**src/rtl/if_fetch_ctrl_pkg.sv**
```systemverilog
// rtl/if_fetch_ctrl_pkg.sv - shared types and constants for the fetch-stage sequencer
package if_fetch_ctrl_pkg;

    localparam int INST_ADDR_W = 32;

    localparam logic CHIP_ENABLE  = 1'b1;
    localparam logic CHIP_DISABLE = 1'b0;

    localparam logic [INST_ADDR_W-1:0] ZERO_WORD = '0;

    typedef enum logic [1:0] {
        ST_IDLE  = 2'd0,
        ST_FETCH = 2'd1,
        ST_HOLD  = 2'd2
    } fetch_state_t;

    // Fetch addresses are word aligned; low two bits of any redirect are dropped.
    function automatic logic [INST_ADDR_W-1:0] align_pc(input logic [INST_ADDR_W-1:0] addr);
        return {addr[INST_ADDR_W-1:2], 2'b00};
    endfunction

endpackage

```
**src/rtl/if_fetch_ctrl_pc_next_sel.sv**
```systemverilog
// rtl/if_fetch_ctrl_pc_next_sel.sv - next-PC selection: flush > branch > +4 > hold
module if_fetch_ctrl_pc_next_sel
    import if_fetch_ctrl_pkg::*;
(
    input  logic                   flush,
    input  logic [INST_ADDR_W-1:0] flush_pc,
    input  logic                   branch_flag,
    input  logic [INST_ADDR_W-1:0] branch_target,
    input  logic                   advance,
    input  logic [INST_ADDR_W-1:0] pc,
    output logic [INST_ADDR_W-1:0] pc_next
);

    always_comb begin
        pc_next = pc;
        if (flush) begin
            pc_next = align_pc(flush_pc);
        end else if (branch_flag) begin
            pc_next = align_pc(branch_target);
        end else if (advance) begin
            pc_next = pc + 32'd4;
        end
    end

endmodule

```
**src/rtl/if_fetch_ctrl.sv**
```systemverilog
// rtl/if_fetch_ctrl.sv - fetch sequencer: PC, chip enable, one-entry skid buffer into IF/ID
module if_fetch_ctrl
    import if_fetch_ctrl_pkg::*;
#(
    parameter logic [31:0] RESET_PC = 32'h0000_0000,
    parameter int          INST_W   = 32
) (
    input  logic              clk,
    input  logic              rst,
    input  logic              stall,
    input  logic              flush,
    input  logic [31:0]       flush_pc,
    input  logic              branch_flag,
    input  logic [31:0]       branch_target,
    input  logic              inst_ack,
    input  logic [INST_W-1:0] inst_rdata,
    output logic [31:0]       pc,
    output logic              ce,
    output logic [31:0]       if_pc,
    output logic [INST_W-1:0] if_inst,
    output logic              if_valid
);

    fetch_state_t      state_q, state_d;
    logic [31:0]       pc_q, pc_d;
    logic              ce_q, ce_d;
    logic [31:0]       if_pc_q, if_pc_d;
    logic [INST_W-1:0] if_inst_q, if_inst_d;
    logic              if_valid_q, if_valid_d;
    logic [31:0]       buf_pc_q, buf_pc_d;
    logic [INST_W-1:0] buf_inst_q, buf_inst_d;

    logic              active;
    logic              redirect;
    logic              advance;
    logic [31:0]       pc_next;

    // Redirects are ignored in IDLE; the first fetch is always RESET_PC.
    assign active   = (state_q != ST_IDLE);
    assign redirect = active && (flush || branch_flag);
    assign advance  = (state_q == ST_FETCH) && inst_ack;

    if_fetch_ctrl_pc_next_sel u_pc_next_sel (
        .flush         (active && flush),
        .flush_pc      (flush_pc),
        .branch_flag   (active && branch_flag),
        .branch_target (branch_target),
        .advance       (advance),
        .pc            (pc_q),
        .pc_next       (pc_next)
    );

    always_comb begin
        state_d    = state_q;
        pc_d       = pc_next;
        if_pc_d    = if_pc_q;
        if_inst_d  = if_inst_q;
        if_valid_d = if_valid_q;
        buf_pc_d   = buf_pc_q;
        buf_inst_d = buf_inst_q;

        if (!active) begin
            state_d = ST_FETCH;
        end else if (redirect) begin
            state_d    = ST_FETCH;
            if_valid_d = 1'b0;
        end else if (state_q == ST_FETCH) begin
            if (!stall) begin
                if_valid_d = inst_ack;
                if (inst_ack) begin
                    if_pc_d   = pc_q;
                    if_inst_d = inst_rdata;
                end
            end else if (inst_ack) begin
                buf_pc_d   = pc_q;
                buf_inst_d = inst_rdata;
                state_d    = ST_HOLD;
            end
        end else if (!stall) begin
            if_pc_d    = buf_pc_q;
            if_inst_d  = buf_inst_q;
            if_valid_d = 1'b1;
            state_d    = ST_FETCH;
        end

        ce_d = (state_d == ST_FETCH) ? CHIP_ENABLE : CHIP_DISABLE;
    end

    always_ff @(posedge clk) begin
        if (rst) begin
            state_q    <= ST_IDLE;
            pc_q       <= RESET_PC;
            ce_q       <= CHIP_DISABLE;
            if_pc_q    <= ZERO_WORD;
            if_inst_q  <= '0;
            if_valid_q <= 1'b0;
            buf_pc_q   <= ZERO_WORD;
            buf_inst_q <= '0;
        end else begin
            state_q    <= state_d;
            pc_q       <= pc_d;
            ce_q       <= ce_d;
            if_pc_q    <= if_pc_d;
            if_inst_q  <= if_inst_d;
            if_valid_q <= if_valid_d;
            buf_pc_q   <= buf_pc_d;
            buf_inst_q <= buf_inst_d;
        end
    end

    assign pc       = pc_q;
    assign ce       = ce_q;
    assign if_pc    = if_pc_q;
    assign if_inst  = if_inst_q;
    assign if_valid = if_valid_q;

endmodule
```
**config.mk**
```make
export PLATFORM = sky130hd
export DESIGN_NAME = if_fetch_ctrl
export DESIGN_NICKNAME = d
export VERILOG_FILES = /design/src/rtl/if_fetch_ctrl_pkg.sv /design/src/rtl/if_fetch_ctrl_pc_next_sel.sv /design/src/rtl/if_fetch_ctrl.sv
export SDC_FILE = /design/constraint.sdc
export NUM_CORES = 1
export LEC_CHECK = 0
export BUFFER_PORTS_ARGS = -buffer_cell sky130_fd_sc_hd__buf_2
export CORE_MARGIN = 2
export CORE_UTILIZATION = 57
export CTS_CLUSTER_SIZE = 12
export DETAILED_ROUTE_END_ITERATION = 6
export PLACE_DENSITY = 0.95
export SLEW_MARGIN = 20
export SYNTH_ARGS = -nofsm -noshare
export SYNTH_HDL_FRONTEND = slang
export SYNTH_SLANG_ARGS = --single-unit
```
**constraint.sdc**
```tcl
create_clock -name clk -period 3.95 [get_ports clk]
set_clock_uncertainty 0.1 [all_clocks]
set_input_delay 0.79 -clock clk [delete_from_list [all_inputs] [get_ports clk]]
set_output_delay 0.79 -clock clk [all_outputs]
set_load 0.005 [all_outputs]
```
==> impl_metrics.csv <==
group,metric,value,unit
sta,hold_viol_final,0,
grt,antenna_found_initial,5,
power_and_ir_drop,peakVddDrop,0.337,mV
die,dieArea,13500,um2
routing,wl,20000,um
critical_path,cp.arrival,2.94,ns
critical_path,path_class,"reg -> reg",
routing,avgRoutedWirePerCell,16.4,um
clock_network,cts_root_buffer,"clkbuf_16",
synth,syn_inst,875,
power_and_ir_drop,power_density,458,nW/um2
die,core,12500,um2
die,start_util,57.7,%
critical_path,crit_path_cell_trace,"ha_1 -> nand4_2 -> or3_4 -> or3_1 -> or4_1 -> a31oi_1",
sta,post-route-period-util,68.1,%
routing,drtPass1Iterations,5,
clock_network,cts_resized,0,
routing,met3WireLength,1760,um
critical_path,worstSetupEndpointType,"flop",
routing,drc,0,
place,dpl_worst_slack,1.09,ns
sta,drv_slew,0,
sta,worst_pin_slew,1.16,ns
grt,grt_pass1_vias,6344,
final_layout,area.sequential,3160,um2
routing,detail-route-antenna-nets,0,
sta,fin_ws,1.26,ns
clock_network,cts_tree,"yes",
flow_run,maxCapViolCount,0,
place,gp_congestion,0.939,
critical_path,slowest_delay,0.53,ns
synth,synthesis.area,7190,um2
clock_network,cts_setup_buffers,0,
grt,grt_max_degree,89,
final_layout,drive_above_1_share,24.2,%
synth,yosys_warnings,0,
power_and_ir_drop,finalPower,4.05,mW
clock_network,clockBufferDepth,2,
sta,max_clock_freq,372,MHz
sta,rsz0062_at_grt,"no",
synth,synth_ff_type,"dfxtp_1",
status,status,"completed",
synth,synthArstFlopShare,0,%
sta,fin_crit,2.69,ns
critical_path,required,4.20,ns
routing,highest_layer,"met5",
synth,synth_seq_cells,158,
clock_network,holdBufCountCts,0,
final_layout,syn2layout_area_growth,23.2,%
synth,yosysUniqueCellTypes,56,
die,die_h,116,um
sta,relSlewSlack,22.6,%
routing,vias,7147,
critical_path,critPathMaxFanout,9,
clock_network,cts.sinks,158,
final_layout,n_fill_cell,962,
place,post-dp-hpwl,13300,um
sta,setup_viol,0,
synth,synth_top_area_share,44.0,%
critical_path,cp-start-kind,"flop",
critical_path,slowest_stage,"dfxtp_1",
sta,fin_tns_setup,0,ns
clock_network,clkLatencyLatePin,0.42,ns
routing,met2_length,9480,um
clock_network,cts_inserted_buffers,17,
routing,via_per_inst,5.88,
grt,gr-total-overflow,0,
die,ios,200,
clock_network,ctsHtreeMaxLevel,4,
routing,wl_met1,7900,um
final_layout,post-route-util,71.0,%
die,rows,41,
synth,synth.area.top_cells,"dfxtp_1 44%, mux2i_1 8.8%, nand2_1 7.5%",
final_layout,multi_input_area,3680,um2
place,port_buffers,191,
power_and_ir_drop,p_leak,3.54,nW
clock_network,clk_pin_slew,0.06,ns
grt,grt_pass1_wl,31100,um
synth,ys_seq_area_share,44.0,%
die,die_w,116,um
final_layout,fin_nets,1129,
synth,postSynthAreaPerCell,8.21,um2
synth,synth_edf_count,0,
min_path,hold_class,"reg -> reg",
sta,worst_hold_slack,0.352,ns
synth,yosysTopAreaCell,"dfxtp_1",
routing,dr.first_iter.drc_count,640,
grt,grt_usage,29.3,%
[critical path: cells and delay by family (launching register included)]
kind	cells	cell delay, ns
simple gates	4	1.52
flops	1	0.53
fa+ha+maj	1	0.31
compound gates	1	0.16
[power breakdown]
part	internal, mW	switching (mW)	leakage [nW]	total (mW)
Combinational	0.218	0.281	1.93	0.499
Sequential	1.67	0.0914	1.29	1.76
Clock	1.15	0.639	0.321	1.79
Total	3.04	1.01	3.54	4.05
[path summary, 6_finish.rpt]
kind	end	cells after the start	start	slack, ns
worst max-delay path	pc[20]$_SDFFE_PP0P_	6	pc[2]$_SDFFE_PP0P_	1.26
worst max register to register	pc[20]$_SDFFE_PP0P_	6	pc[2]$_SDFFE_PP0P_	1.26
worst min-delay path	buf_pc_q[19]$_SDFFE_PP0P_	2	buf_pc_q[19]$_SDFFE_PP0P_	0.35
worst min register to register	buf_pc_q[19]$_SDFFE_PP0P_	2	buf_pc_q[19]$_SDFFE_PP0P_	0.35
[kinds of logic after synthesis]
family	Yosys count	share of synthesized area [%]
buf+inv	90	5.29
flops	158	44.0
fa+ha+maj	1	0.174
other cells	1	0.0522
xor+xnor	11	1.34
compound gates	252	21.8
simple gates	299	18.5
mux	63	8.77
[per-stage QoR]
stage,instance area (um2),std cells
after CTS,8840,1211
after global routing,8850,1213
final,8850,1216
after detailed placement,8190,1179
after global placement,8190,1179
after floorplan,7200,878
[cell type report]
type	instances	area share, %
clock inverters	11	2.12
repair buffers	207	12.3
clock buffers	21	5.20
well taps	172	2.43
diodes	5	0.141
multi-input cells	630	41.6
flip-flops and latches	158	35.7
inverters	12	0.509
[layout by cell type (no fill, tap or decap), types with 4 or more instances in the layout]
| cell | instances |
|---|---|
| a211oi_1 | 68 |
| a21oi_1 | 102 |
| a31oi_1 | 7 |
| and3_1 | 4 |
| and4_1 | 4 |
| buf_2 | 190 |
| buf_4 | 16 |
| bufinv_16 | 5 |
| clkbuf_16 | 17 |
| clkinv_2 | 4 |
| conb_1 | 4 |
| dfxtp_1 | 158 |
| diode_2 | 5 |
| inv_1 | 11 |
| mux2i_1 | 63 |
| nand2_1 | 144 |
| nand3_1 | 12 |
| nand4_1 | 7 |
| nor2_1 | 79 |
| nor3_1 | 15 |
| nor4_1 | 6 |
| o21ai_0 | 30 |
| o221ai_1 | 5 |
| o22ai_1 | 9 |
| or3_1 | 6 |
| xnor2_1 | 7 |
| xor2_1 | 4 |
[cell usage after synthesis, types with 9 or more instances]
master,count
o22ai_1,9
dfxtp_1,158
clkbuf_1,53
a211oi_1,68
nor3_1,16
nor2_1,80
nand3_1,12
o21ai_0,30
nand2_1,144
inv_1,11
mux2i_1,63
a21oi_1,102
buf_2,13
[state kept, by name (all words and copies together), names as in the netlist]
signal and cells:
buf_pc_q 30, pc 30, if_pc 30, if_valid 1
if_inst 32, state_q 2, buf_inst_q 32, ce 1
[metal layers]
layer  track usage (%)  vias up
li1                  -     3425
met2              46.5      355
met3              8.30       71
met5                 0        -
met1              35.7     3294
met4              16.6        2
Note: power is estimated with default switching activity, not from simulation.
